`src/rtl/mstream_fifo_if.sv`:
```
// Handshake bundle for mstream_fifo: ingress/egress streams of NUM_ROWS-row beats plus flush and fill level.
// The in_beats/out_beats counters exist only when MSTREAM_FIFO_STATS_EN is defined.
interface mstream_fifo_if #(
    parameter int NUM_ROWS   = 3,
    parameter int DATA_WIDTH = 32,
    parameter int DEPTH      = 8
);
    localparam int BEAT_W = NUM_ROWS * DATA_WIDTH;
    localparam int LVL_W  = $clog2(DEPTH + 1);

    logic              ig_vld;
    logic              ig_rdy;
    logic [BEAT_W-1:0] ig_data;
    logic              eg_vld;
    logic              eg_rdy;
    logic [BEAT_W-1:0] eg_data;
    logic              flush;
    logic [LVL_W-1:0]  level;
`ifdef MSTREAM_FIFO_STATS_EN
    logic [31:0]       in_beats;
    logic [31:0]       out_beats;
`endif

    modport slave (
        input  ig_vld, ig_data, eg_rdy, flush,
        output ig_rdy, eg_vld, eg_data, level
`ifdef MSTREAM_FIFO_STATS_EN
        , output in_beats, out_beats
`endif
    );

    modport master (
        output ig_vld, ig_data, eg_rdy, flush,
        input  ig_rdy, eg_vld, eg_data, level
`ifdef MSTREAM_FIFO_STATS_EN
        , input in_beats, out_beats
`endif
    );
endinterface

```
`src/rtl/mstream_fifo.sv`:
```
// First-word-fall-through FIFO of multi-row beats with registered ready/valid and synchronous flush.
// Optional transfer counters are compiled in by defining MSTREAM_FIFO_STATS_EN.
module mstream_fifo #(
    parameter int NUM_ROWS   = 3,
    parameter int DATA_WIDTH = 32,
    parameter int DEPTH      = 8
) (
    input  logic           clk,
    input  logic           reset_n,
    mstream_fifo_if.slave  bus
);
    localparam int BEAT_W = NUM_ROWS * DATA_WIDTH;
    localparam int PTR_W  = $clog2(DEPTH);
    localparam int LVL_W  = $clog2(DEPTH + 1);

    logic [BEAT_W-1:0] mem_r [DEPTH];
    logic [PTR_W-1:0]  wr_ptr_r;
    logic [PTR_W-1:0]  rd_ptr_r;
    logic [LVL_W-1:0]  level_r;
    logic [LVL_W-1:0]  level_nxt_s;
    logic              ig_rdy_r;
    logic              eg_vld_r;
    logic              push_s;
    logic              pop_s;

    assign push_s = bus.ig_vld && ig_rdy_r;
    assign pop_s  = eg_vld_r && bus.eg_rdy;

    // Next fill level from the push/pop pair; simultaneous transfers cancel out.
    always_comb begin
        level_nxt_s = level_r;
        case ({push_s, pop_s})
            2'b10:   level_nxt_s = level_r + LVL_W'(1);
            2'b01:   level_nxt_s = level_r - LVL_W'(1);
            default: level_nxt_s = level_r;
        endcase
    end

    // Control state; flush wins over any transfer on the same edge.
    always_ff @(posedge clk or negedge reset_n) begin
        if (!reset_n) begin
            wr_ptr_r <= PTR_W'(0);
            rd_ptr_r <= PTR_W'(0);
            level_r  <= LVL_W'(0);
            ig_rdy_r <= 1'b0;
            eg_vld_r <= 1'b0;
        end else if (bus.flush) begin
            wr_ptr_r <= PTR_W'(0);
            rd_ptr_r <= PTR_W'(0);
            level_r  <= LVL_W'(0);
            ig_rdy_r <= 1'b1;
            eg_vld_r <= 1'b0;
        end else begin
            // DEPTH is a power of two, so the natural pointer rollover is the wrap.
            if (push_s) begin
                wr_ptr_r <= wr_ptr_r + PTR_W'(1);
            end else begin
                wr_ptr_r <= wr_ptr_r;
            end
            if (pop_s) begin
                rd_ptr_r <= rd_ptr_r + PTR_W'(1);
            end else begin
                rd_ptr_r <= rd_ptr_r;
            end
            level_r  <= level_nxt_s;
            ig_rdy_r <= (level_nxt_s != LVL_W'(DEPTH));
            eg_vld_r <= (level_nxt_s != LVL_W'(0));
        end
    end

    // Beat storage; contents are don't-care until written, so no reset.
    always_ff @(posedge clk) begin
        if (push_s && !bus.flush) begin
            mem_r[wr_ptr_r] <= bus.ig_data;
        end
    end

    assign bus.ig_rdy  = ig_rdy_r;
    assign bus.eg_vld  = eg_vld_r;
    assign bus.eg_data = mem_r[rd_ptr_r];
    assign bus.level   = level_r;

`ifdef MSTREAM_FIFO_STATS_EN
    logic [31:0] in_beats_r;
    logic [31:0] out_beats_r;

    // Transfer counters survive flush and count only transfers that flush did not discard.
    always_ff @(posedge clk or negedge reset_n) begin
        if (!reset_n) begin
            in_beats_r  <= 32'd0;
            out_beats_r <= 32'd0;
        end else begin
            if (push_s && !bus.flush) begin
                in_beats_r <= in_beats_r + 32'd1;
            end else begin
                in_beats_r <= in_beats_r;
            end
            if (pop_s && !bus.flush) begin
                out_beats_r <= out_beats_r + 32'd1;
            end else begin
                out_beats_r <= out_beats_r;
            end
        end
    end

    assign bus.in_beats  = in_beats_r;
    assign bus.out_beats = out_beats_r;
`endif
endmodule

```
`src/flat_wrapper.sv`:
```
// flat-port wrapper written by rule: the top's interface ports become plain ports
module mstream_fifo_flat 
#(
    parameter int NUM_ROWS   = 3,
    parameter int DATA_WIDTH = 32,
    parameter int DEPTH      = 8
)
  (clk, reset_n, bus_ig_vld, bus_ig_data, bus_eg_rdy, bus_flush, bus_ig_rdy, bus_eg_vld, bus_eg_data, bus_level);
  mstream_fifo_if #(.NUM_ROWS(NUM_ROWS), .DATA_WIDTH(DATA_WIDTH), .DEPTH(DEPTH)) bus_i ();
  input  logic clk;
  input  logic reset_n;
  input wire logic [$bits(bus_i.ig_vld)-1:0] bus_ig_vld;
  input wire logic [$bits(bus_i.ig_data)-1:0] bus_ig_data;
  input wire logic [$bits(bus_i.eg_rdy)-1:0] bus_eg_rdy;
  input wire logic [$bits(bus_i.flush)-1:0] bus_flush;
  output wire logic [$bits(bus_i.ig_rdy)-1:0] bus_ig_rdy;
  output wire logic [$bits(bus_i.eg_vld)-1:0] bus_eg_vld;
  output wire logic [$bits(bus_i.eg_data)-1:0] bus_eg_data;
  output wire logic [$bits(bus_i.level)-1:0] bus_level;
  assign bus_i.ig_vld = bus_ig_vld;
  assign bus_i.ig_data = bus_ig_data;
  assign bus_i.eg_rdy = bus_eg_rdy;
  assign bus_i.flush = bus_flush;
  assign bus_ig_rdy = bus_i.ig_rdy;
  assign bus_eg_vld = bus_i.eg_vld;
  assign bus_eg_data = bus_i.eg_data;
  assign bus_level = bus_i.level;
  mstream_fifo #(.NUM_ROWS(NUM_ROWS), .DATA_WIDTH(DATA_WIDTH), .DEPTH(DEPTH)) u_core (.clk(clk), .reset_n(reset_n), .bus(bus_i));
endmodule
```
`config.mk`:
```
export PLATFORM = sky130hd
export DESIGN_NAME = mstream_fifo_flat
export DESIGN_NICKNAME = d
export VERILOG_FILES = /design/src/rtl/mstream_fifo_if.sv /design/src/rtl/mstream_fifo.sv /design/src/flat_wrapper.sv
export SDC_FILE = /design/constraint.sdc
export NUM_CORES = 1
export LEC_CHECK = 0
export ABC_CLOCK_PERIOD_IN_PS = 10310
export CORE_MARGIN = 4
export CORE_UTILIZATION = 30
export DETAILED_ROUTE_END_ITERATION = 10
export PLACE_DENSITY = 0.53
export SKIP_LAST_GASP = 1
export SLEW_MARGIN = 25
export SYNTH_ARGS = -nofsm -noshare
export SYNTH_HDL_FRONTEND = slang
export SYNTH_SLANG_ARGS = --single-unit
```
`constraint.sdc`:
```
create_clock -name clk -period 10.31 [get_ports clk]
set_input_delay 2.5775 -clock clk [delete_from_list [all_inputs] [get_ports clk]]
set_output_delay 2.5775 -clock clk [all_outputs]
set_load 0.05 [all_outputs]
```
# [Word level (Yosys, flattened, before mapping)]
# Memory sizes are Yosys's and may differ from the RTL's.
# Index checks and enable logic that the tools add are counted.
[word_totals] inputBits=101 out_inout_bits=102 regBits=12 mem_bits_rw=768 mem_count=1
[op_classes] n_mux=10 n_eq_ne=3 add_sub_neg=4 n_reduce_logical=7
[mem_list] memory="u_core.mem_r" words=8 word_bits=96 rd=1 rd_clocked_by_memory_dff=0 write_ports=1 line_no="mstream_fifo.sv:16" source="logic [BEAT_W-1:0] mem_r [DEPTH];"
[op_table] op="$mux 3" n=4
[op_table] op="$pmux 4 s2" n=1
[op_table] op="$add 3x1->3 const B" n=2
[op_table] op="$add 4x1->4 const B" n=1
[op_table] op="$mux 1" n=4
[op_table] op="$mux 4" n=1
[op_table] op="$ne 4x4->1 const B" n=1
[op_table] op="$reduce_bool 2->1" n=2
[op_table] op="$reduce_bool 4->1" n=1
[op_table] op="$sub 4x1->4 const B" n=1
[op_table] op="$logic_and 1x1->1" n=3
[op_table] op="$eq 2x1->1 const B" n=1
[op_table] op="$eq 2x2->1 const B" n=1
[op_table] op="$logic_not 1->1" n=1

# [Logic depth before layout (Yosys ltp)]
# Gate-level depths: netlist of the first run.
[logic_depth] word_depth=5 ltp_mapped=10 ltp_nobuf=9

# [Worst setup path before layout of the first run]
# Ideal clock, no wire load.
[synth_timing] path_kind="input to register" startpoint="input port bus_ig_vld" endpoint="memory u_core.mem_r[0][0] (netlist bit), enable pin" arrival_ps=9766 path_slack_ps=-125 required_time_ps=9642 stages=5 setup_time_ps=668 cell_sequence="and2_4 buf_6 clkinv_8 or3_1 nor3_1"
[synth_via] elab_chain_len=4
[synth_rtl] item="start: declaration" line_no="flat_wrapper.sv:12" source="input wire logic [$bits(bus_i.ig_vld)-1:0] bus_ig_vld;"
[synth_rtl] item="$logic_and 1x1->1" line_no="mstream_fifo.sv:26" source="assign push_s = bus.ig_vld && ig_rdy_r;"
[synth_rtl] item="$logic_and 1x1->1" line_no="mstream_fifo.sv:73" source="if (push_s && !bus.flush) begin"
[synth_rtl] item="$mux 1" line_no="mstream_fifo.sv:73"
[synth_rtl] item="$mux 1 (not written as such)" line_no="mstream_fifo.sv:74" source="mem_r[wr_ptr_r] <= bus.ig_data;"
[synth_rtl] item="end: declaration" line_no="mstream_fifo.sv:16"
# No other way between the ends.

# [Worst setup path after layout of the first run]
[layout_timing] startpoint="register u_core.rd_ptr_r[0]" endpoint="output port bus_eg_data[3]"
[layout_via] elab_chain_len=1
[layout_rtl] item="start: declaration" line_no="mstream_fifo.sv:18" source="logic [PTR_W-1:0] rd_ptr_r;"
[layout_rtl] item="start signal: assignment" line_no="mstream_fifo.sv:61" source="rd_ptr_r <= rd_ptr_r + PTR_W'(1);"
[layout_rtl] item="start signal: assignment" line_no="mstream_fifo.sv:63" source="rd_ptr_r <= rd_ptr_r;"
[layout_rtl] item="$mem_v2 8x96"
[layout_rtl] item="end: declaration" line_no="flat_wrapper.sv:18" source="output wire logic [$bits(bus_i.eg_data)-1:0] bus_eg_data;"
# No other way between the ends.

==> metrics.cfg, run 1 <==
[clock_tree]
post_cts_buffers=0
holdBufCountCts=0
path_clk_slew_ps=60
htreeDepth=3
cts_tree=built
clk_latency_ps=640
cts_sinks=780
cts_max_path_buffers=3
root_buffer=clkbuf_16
numCtsBuffers=86
cts_resized=0

[global_routing]
grt_usage_pct=12.6
grt_max_degree=109
antenna_found_initial=2
grt_pass1_wl_um=96100
gr-total-overflow=0
grt_pass1_vias=14675

[flow_run]
maxCapViolCount=0

[layout]
final-instance-count-excl-fill=2804
nNetsFinal=1562
utilization_pct=37.0
multi_input_area_um2=5880
mostFrequentLayoutCells=edfxtp_1, clkdlybuf4s50_1, mux4_2, mux2_2, clkbuf_16
fillers=8818
design_area_um2=35900
areaGrowthSynthToFinish_pct=21.7
drive_above_1_share_pct=29.5
regArea_um2=23400
layout_commonest_cell=edfxtp_1

[run_status]
status=complete, no violations

[routing]
postRouteAntennaNets=0
avgViaCountPerCell=4.66
drt-total-wl_um=65000
wl_met3_um=3200
num_vias=13057
wl_met2_um=31800
drtIter0Drc=825
m1WireLength_um=29000
drt_pass1_iterations=5
drc_errors=0
top_layer=met4
post_drt_wl_per_cell_um=23.2

[placement]
dpl.cell_count=2644
portBuffers=202
dp_slack_ps=4060
globalplace.congestion=0.675
placed_area_um2=33100
hpwl_um=34300

[timing]
fin_skew_ps=31.9
worst_pin_slew_ps=938
final.setup.tns_ps=0
setup_viol=0
fin_crit_ps=6890
holdWs_ps=610
drv_slew=0
fmax_mhz=145
slew_headroom_pct=37.4
setup_ws_ps=3420
final_hold_viol_count=0
rsz0062_at_grt=false
period_share_pct=66.8

[worst_setup_path]
critPathCaptureType=output port
reg2reg_slack_ps=7050
r2r_end=u_core.mem_r[4][61]$_DFFE_PP_
cp_max_fo=59
crit_type=flop to output port
reg2reg_depth=6
cp.required_ps=7730
r2r_start=u_core.bus.ig_rdy$_DFF_PN0_
crit_arrival_ps=4310
worstSetupStartpointType=flop

[yosys]
ys_async_sr_fraction_pct=1.54
synth_area_um2=29500
yosysUniqueCellTypes=36
syn_area_per_cell_um2=24.7
synth_edf_count=768
ys_top_cells_by_area=edfxtp_1, mux4_2, mux2_2
ys_ff_latch=780
synth_area_leader_cell=edfxtp_1
synth.yosys.seq_area_share_pct=79.2
synth_top_area_share_pct=78.2
yosysWarnings=0
synthFlopType=edfxtp_1
synth_cells=1196
synth_nets=1301

[min_path]
hold_end=u_core.wr_ptr_r[0]$_DFFE_PN0P_
hp-start=u_core.wr_ptr_r[0]$_DFFE_PN0P_
min_path_cells=2
hold_class=flop to flop

[floorplan]
die-area_um2=103000
initial_utilization_pct=30.4
die_y_um=322
fp.dieW_um=322
std_cell_rows=114
io_pins=203
coreArea_um2=97100

[power]
intPower_mw=5.79
leakagePower_nw=10.9
p_per_area_nw_per_um2=215
seqPwrFrac_pct=46.7
power_frac_comb_pct=15.0
clkPwrFrac_pct=38.3
p_sw_share_pct=24.9
ir_worst_vdd_uv=125
p_total_mw=7.71
switchingPower_mw=1.92

[worst max-delay path by stage]
| stage | from | to | depth (start not counted) |
|---|---|---|---|
| 2_1_floorplan | bus_ig_vld | u_core.mem_r[1][0]$_DFFE_PP_ | 6 |
| 3_3_place_gp | u_core.rd_ptr_r[0]$_DFFE_PN0P_ | bus_eg_data[86] | 4 |
| 3_5_place_dp | u_core.rd_ptr_r[0]$_DFFE_PN0P_ | bus_eg_data[89] | 4 |
| 4_1_cts | u_core.rd_ptr_r[0]$_DFFE_PN0P_ | bus_eg_data[89] | 4 |
| 5_1_grt | u_core.rd_ptr_r[0]$_DFFE_PN0P_ | bus_eg_data[94] | 5 |
| 6_report | u_core.rd_ptr_r[0]$_DFFE_PN0P_ | bus_eg_data[3] | 5 |
[routing by layer]
layer	global-route usage [%]	vias up
met2	20.9	250
met5	0	-
li1	-	5651
met1	16.8	7084
met3	3.15	72
met4	3.04	0
[state kept, by name, indices dropped and copies added, names as in the netlist]
name               flops
u_core.wr_ptr_r        3
u_core.bus.ig_rdy      1
u_core.bus.level       4
u_core.rd_ptr_r        3
u_core.bus.eg_vld      1
u_core.mem_r         768
[layout make-up]
cell class | instances | area share, %
Sequential cell | 780 | 65.1
Multi-Input combinational cell | 355 | 16.4
Timing Repair Buffer | 230 | 6.35
Clock buffer | 105 | 6.28
Tap cell | 1276 | 4.45
Clock inverter | 49 | 1.36
Inverter | 4 | 0.0767
Antenna cell | 5 | 0.0348
[cell families after synthesis]
family	share of synthesized area, %
AOI/OAI and AO/OA	0.352
xor gates and xnor gates	0.178
adders and majority gates	0.170
buffers and inverters	1.10
DFF	79.2
muxes	18.4
and+or+nand+nor	0.657
[power by group through the flow]
stage / registers [mW] / logic, mW / clock network [mW]
after floorplan: 3.66 / 0.819 / 0
after CTS: 3.60 / 1.18 / 3.06
after global placement: 3.66 / 1.16 / 0
final: 3.60 / 1.16 / 2.96
after detailed placement: 3.67 / 1.17 / 0
after global routing: 3.61 / 1.23 / 3.20
[synthesized netlist by cell type (2+ instances only)]
library cell	count
a21oi_1	6
buf_1	14
buf_2	7
buf_4	18
clkbuf_1	17
dfrtp_1	12
edfxtp_1	768
ha_1	4
inv_1	2
mux2_2	96
mux4_2	192
nand2_1	10
nand2b_1	3
nor2_1	16
nor3_1	5
nor4_1	2
xnor2_1	2
xor2_1	4
[worst max-delay path, cell delays in order (launching register included)]
cell	delay [ps]
dfrtp_4	1010
buf_12	440
buf_16	360
mux4_2	580
mux2_2	270
clkdlybuf4s50_1	780
Power figures use the tool's default switching activity.
==> inputs of run 2 (changes only) <==
--- a/config.mk
+++ b/config.mk
@@ -5,7 +5,7 @@
 export SDC_FILE = /design/constraint.sdc
 export NUM_CORES = 1
 export LEC_CHECK = 0
-export ABC_CLOCK_PERIOD_IN_PS = 10310
+export ABC_CLOCK_PERIOD_IN_PS = 7000
 export CORE_MARGIN = 4
 export CORE_UTILIZATION = 30
 export DETAILED_ROUTE_END_ITERATION = 10
==> constraint.sdc (replaced) <==
create_clock -name clk -period 7 [get_ports clk]
set_input_delay 1.75 -clock clk [delete_from_list [all_inputs] [get_ports clk]]
set_output_delay 1.75 -clock clk [all_outputs]
set_load 0.05 [all_outputs]
==> run 2 against run 1 <==
  * Setup slack worse by 1700 ps
  * Via count up 0.33%
  * Sequential share of layout area about the same
  * Largest power group unchanged
  * Register-to-register slack worse by 2700 ps
  * Critical path type unchanged
  * Sequential power up 47%
  * Combinational power up 49%
  * Clock skew down 17 ps
  * Clock power up 43%
  * Total power up 46%
==> metrics.cfg, run 2 (synthesis gave the netlist of run 1 again) <==
[run_status]
status=complete, no violations

[routing]
drtIter0Drc=1046
drc_errors=0
postRouteAntennaNets=0
drt-total-wl_um=64300
num_vias=13100
avgViaCountPerCell=4.69
post_drt_wl_per_cell_um=23.0
drt_pass1_iterations=5

[timing]
setup_viol=0
final_hold_viol_count=0
setup_ws_ps=1710
drv_slew=0
period_share_pct=75.5
slew_headroom_pct=37.1
fmax_mhz=189
fin_skew_ps=15.3
worst_pin_slew_ps=944
fin_crit_ps=5290
rsz0062_at_grt=false

[layout]
drive_above_1_share_pct=29.4
largest_reg_flops=768
nNetsFinal=1555
utilization_pct=37.0
top_register=u_core.mem_r
layout_commonest_cell=edfxtp_1
areaGrowthSynthToFinish_pct=21.7
mostFrequentLayoutCells=edfxtp_1, clkdlybuf4s50_1, mux4_2, mux2_2, clkbuf_16
fillers=8740

[clock_tree]
holdBufCountCts=0
path_clk_slew_ps=60
htreeDepth=3
cts_resized=0
cts_max_path_buffers=3
root_buffer=clkbuf_16
post_cts_buffers=0
numCtsBuffers=85
cts_tree=built
cts_sinks=780
clk_latency_ps=650

[floorplan]
initial_utilization_pct=30.4
io_pins=203
die_y_um=322
fp.dieW_um=322
std_cell_rows=114
die-area_um2=103000
coreArea_um2=97100

[global_routing]
grt_pass1_wl_um=95300
grt_pass1_vias=14712
antenna_found_initial=9
gr-total-overflow=0
grt_max_degree=97
grt_usage_pct=12.4

[worst_setup_path]
reg2reg_depth=5
worstSetupStartpointType=flop
r2r_start=u_core.bus.ig_rdy$_DFF_PN0_
cp_max_fo=55
crit_type=flop to output port
critPathCaptureType=output port
reg2reg_slack_ps=4340
cp.required_ps=5250
r2r_end=u_core.mem_r[6][57]$_DFFE_PP_
crit_arrival_ps=3540
cp-startpoint=u_core.rd_ptr_r[1]$_DFFE_PN0P_

[power]
p_per_area_nw_per_um2=313
leakagePower_nw=10.8
ir_worst_vdd_uv=209

[min_path]
min_path_cells=2
hp-start=u_core.wr_ptr_r[0]$_DFFE_PN0P_
hold_class=flop to flop
hold_end=u_core.wr_ptr_r[0]$_DFFE_PN0P_

[placement]
hpwl_um=32600
dp_slack_ps=2330
globalplace.congestion=0.684
portBuffers=202

[flow_run]
maxCapViolCount=0

==> run 2: changes by cell type in the layout (fill, tap and decap cells not counted), moves of 3 or more <==
cell / before / now
clkinv_8: 6 / 3
clkbuf_1: 16 / 12
inv_6: 0 / 4
buf_12: 2 / 15
clkinv_2: 9 / 13
clkbuf_8: 3 / 0
buf_4: 24 / 7
==> run 2: how the worst max path moves through the flow <==
stage,depth (start not counted),end
after floorplan,5,u_core.mem_r[6][0]$_DFFE_PP_
after global placement,4,bus_eg_data[64]
after detailed placement,4,bus_eg_data[90]
after CTS,4,bus_eg_data[90]
after global routing,4,bus_eg_data[83]
final,4,bus_eg_data[57]
==> run 2: cell type report <==
cell class              count  area, um2  area share [%]
multi-input cells         355       5880            16.4
clock buffers              97       2170            6.05
flip-flops and latches    780      23400            65.1
well taps                1276       1600            4.45
inverters                   4       27.5          0.0767
repair buffers            224       2370            6.61
clock inverters            52        455            1.27
diodes                      7       17.5          0.0488
==> run 2: critical path: stages, from the launching register on <==
cell	delay, ps
dfrtp_4	1040
buf_12	410
mux4_2	360
mux2_2	280
clkdlybuf4s50_1	720
==> run 2: where the power goes <==
group          internal, mW  leakage (nW)  switching (mW)  total (mW)
Sequential             5.23          7.09          0.0548        5.28
Clock                  2.43          1.29            1.82        4.24
Combinational         0.750          2.45           0.980        1.73
==> run 2: routing by layer <==
metal	track usage [%]	up-vias	wire [um]
met4	3.51	4	1170
met2	20.2	292	30800
met1	16.8	7062	28800
met5	0	-	28
met3	3.03	89	3440
li1	-	5653	-
==> run 2: per-stage QoR <==
step | TNS [ps] | hold slack (ps) | cell area, um2 | instances | total power [mW]
detailed placement | 0 | 611 | 33300 | 2639 | 7.15
floorplan | -8210 | 551 | 29500 | 1196 | 6.59
finish | 0 | 619 | 35900 | 2795 | 11.3
CTS | 0 | 625 | 35900 | 2788 | 11.4
global route | 0 | 665 | 35900 | 2788 | 11.7
global placement | 0 | 578 | 33300 | 2639 | 7.13
==> inputs of run 3 (changes only) <==
--- a/config.mk
+++ b/config.mk
@@ -5,7 +5,7 @@
 export SDC_FILE = /design/constraint.sdc
 export NUM_CORES = 1
 export LEC_CHECK = 0
-export ABC_CLOCK_PERIOD_IN_PS = 7000
+export ABC_CLOCK_PERIOD_IN_PS = 4900
 export CORE_MARGIN = 4
 export CORE_UTILIZATION = 30
 export DETAILED_ROUTE_END_ITERATION = 10
==> constraint.sdc (replaced) <==
create_clock -name clk -period 4.9 [get_ports clk]
set_input_delay 1.225 -clock clk [delete_from_list [all_inputs] [get_ports clk]]
set_output_delay 1.225 -clock clk [all_outputs]
set_load 0.05 [all_outputs]
==> run 3 against run 2 <==
  * First-iteration DRC count is 18% lower
  * Clock power is 44% higher
  * Global-route usage is 0.22 points lower
  * Setup slack worse by 1400 ps
  * Flip-flop and latch count stayed put
  * Total power is 44% higher
  * Critical endpoint is now bus_eg_data[56]
  * Largest power group unchanged
==> metrics.cfg, run 3 (synthesis gave the netlist of run 1 again) <==
[run_status]
status=complete, no violations

[floorplan]
std_cell_rows=114
initial_utilization_pct=30.4
die_y_um=322
io_pins=203
die-area_um2=103000
fp.dieW_um=322
coreArea_um2=97100

[global_routing]
antenna_found_initial=10
grt_pass1_wl_um=93500
grt_usage_pct=12.2
gr-total-overflow=0
grt_max_degree=68
grt_pass1_vias=14341

[flow_run]
maxCapViolCount=0

[timing]
final_hold_viol_count=0
slew_headroom_pct=48.1
fmax_mhz=220
setup_ws_ps=357
final.setup.tns_ps=0
fin_crit_ps=4540
period_share_pct=92.7
drv_slew=0
rsz0062_at_grt=false
holdWs_ps=597
fin_skew_ps=20.6
worst_pin_slew_ps=777
setup_viol=0

[placement]
portBuffers=202
dpl.cell_count=2656
hpwl_um=33700
globalplace.congestion=0.684
dp_slack_ps=964

[layout]
largest_reg_flops=768
mostFrequentLayoutCells=edfxtp_1, clkdlybuf4s50_1, mux4_2, mux2_2, clkbuf_16
nNetsFinal=1571
drive_above_1_share_pct=30.1
final-instance-count-excl-fill=2816
layout_commonest_cell=edfxtp_1
areaGrowthSynthToFinish_pct=22.8
top_register=u_core.mem_r
fillers=8743

[power]
p_per_area_nw_per_um2=446
ir_worst_vdd_uv=277
leakagePower_nw=11.0

[min_path]
hold_class=flop to flop

[routing]
postRouteAntennaNets=0
drt_pass1_iterations=5
avgViaCountPerCell=4.61
drc_errors=0
drt-total-wl_um=62800
drtIter0Drc=860
num_vias=12988
post_drt_wl_per_cell_um=22.3

[worst_setup_path]
worstSetupStartpointType=flop
cp_max_fo=26
crit_arrival_ps=3320
critPathCaptureType=output port
cp.required_ps=3670
crit_type=flop to output port

[clock_tree]
cts_resized=0
clk_latency_ps=640
post_cts_buffers=0
numCtsBuffers=84
cts_sinks=780
cts_max_path_buffers=3
root_buffer=clkbuf_16
htreeDepth=3
path_clk_slew_ps=60
cts_tree=built
holdBufCountCts=0

run 3: worst max-delay path, stage by stage, from the launching register on:
cell	delay, ps
dfrtp_4	560
buf_12	250
buf_12	270
mux4_2	540
mux2_2	300
clkdlybuf4s50_1	710
run 3: layout make-up:
type	instances	area (um2)	share of cell area [%]
Sequential cell	780	23400	64.5
Multi-Input combinational cell	355	5880	16.2
Timing Repair Buffer	241	2640	7.29
Clock buffer	101	2230	6.16
Tap cell	1276	1600	4.41
Clock inverter	51	453	1.25
Inverter	4	27.5	0.0760
Antenna cell	8	20.0	0.0553
run 3: routing by layer:
layer / track usage (%) / wire, um / up-vias
met5: 0 / 47 / -
met3: 3.41 / 3530 / 84
met1: 16.1 / 27500 / 6939
met4: 3.61 / 1150 / 6
li1: - / - / 5690
met2: 19.9 / 30600 / 269
run 3: report_power, final:
| part | total, mW | leakage, nW | internal, mW | switching (mW) |
|---|---|---|---|---|
| combinational | 2.52 | 2.57 | 1.11 | 1.42 |
| clock | 6.11 | 1.31 | 3.61 | 2.50 |
| sequential | 7.53 | 7.09 | 7.47 | 0.0616 |
| total | 16.2 | 11.0 | 12.2 | 3.97 |
run 3: metrics by stage:
stage | area (um2) | utilization (%) | total power, mW
4_1_cts | 36200 | 37.3 | 16.4
3_3_place_gp | 33500 | 34.5 | 10.2
6_report | 36200 | 37.3 | 16.2
5_1_grt | 36200 | 37.3 | 16.8
3_5_place_dp | 33500 | 34.5 | 10.2
2_1_floorplan | 29500 | - | 9.42
run 3: worst paths after layout:
path	from	endpoint	slack, ps	depth (start not counted)
setup reg to reg	u_core.bus.eg_vld$_DFF_PN0_	u_core.bus.ig_rdy$_DFF_PN0_	2380	8
setup / recovery	u_core.rd_ptr_r[0]$_DFFE_PN0P_	bus_eg_data[56]	360	5
hold reg to reg	u_core.wr_ptr_r[0]$_DFFE_PN0P_	u_core.wr_ptr_r[0]$_DFFE_PN0P_	600	2
max in group asynchronous	reset_n	u_core.rd_ptr_r[0]$_DFFE_PN0P_	3440	1
hold / removal	u_core.wr_ptr_r[0]$_DFFE_PN0P_	u_core.wr_ptr_r[0]$_DFFE_PN0P_	600	2
min in group asynchronous	reset_n	u_core.rd_ptr_r[1]$_DFFE_PN0P_	980	1
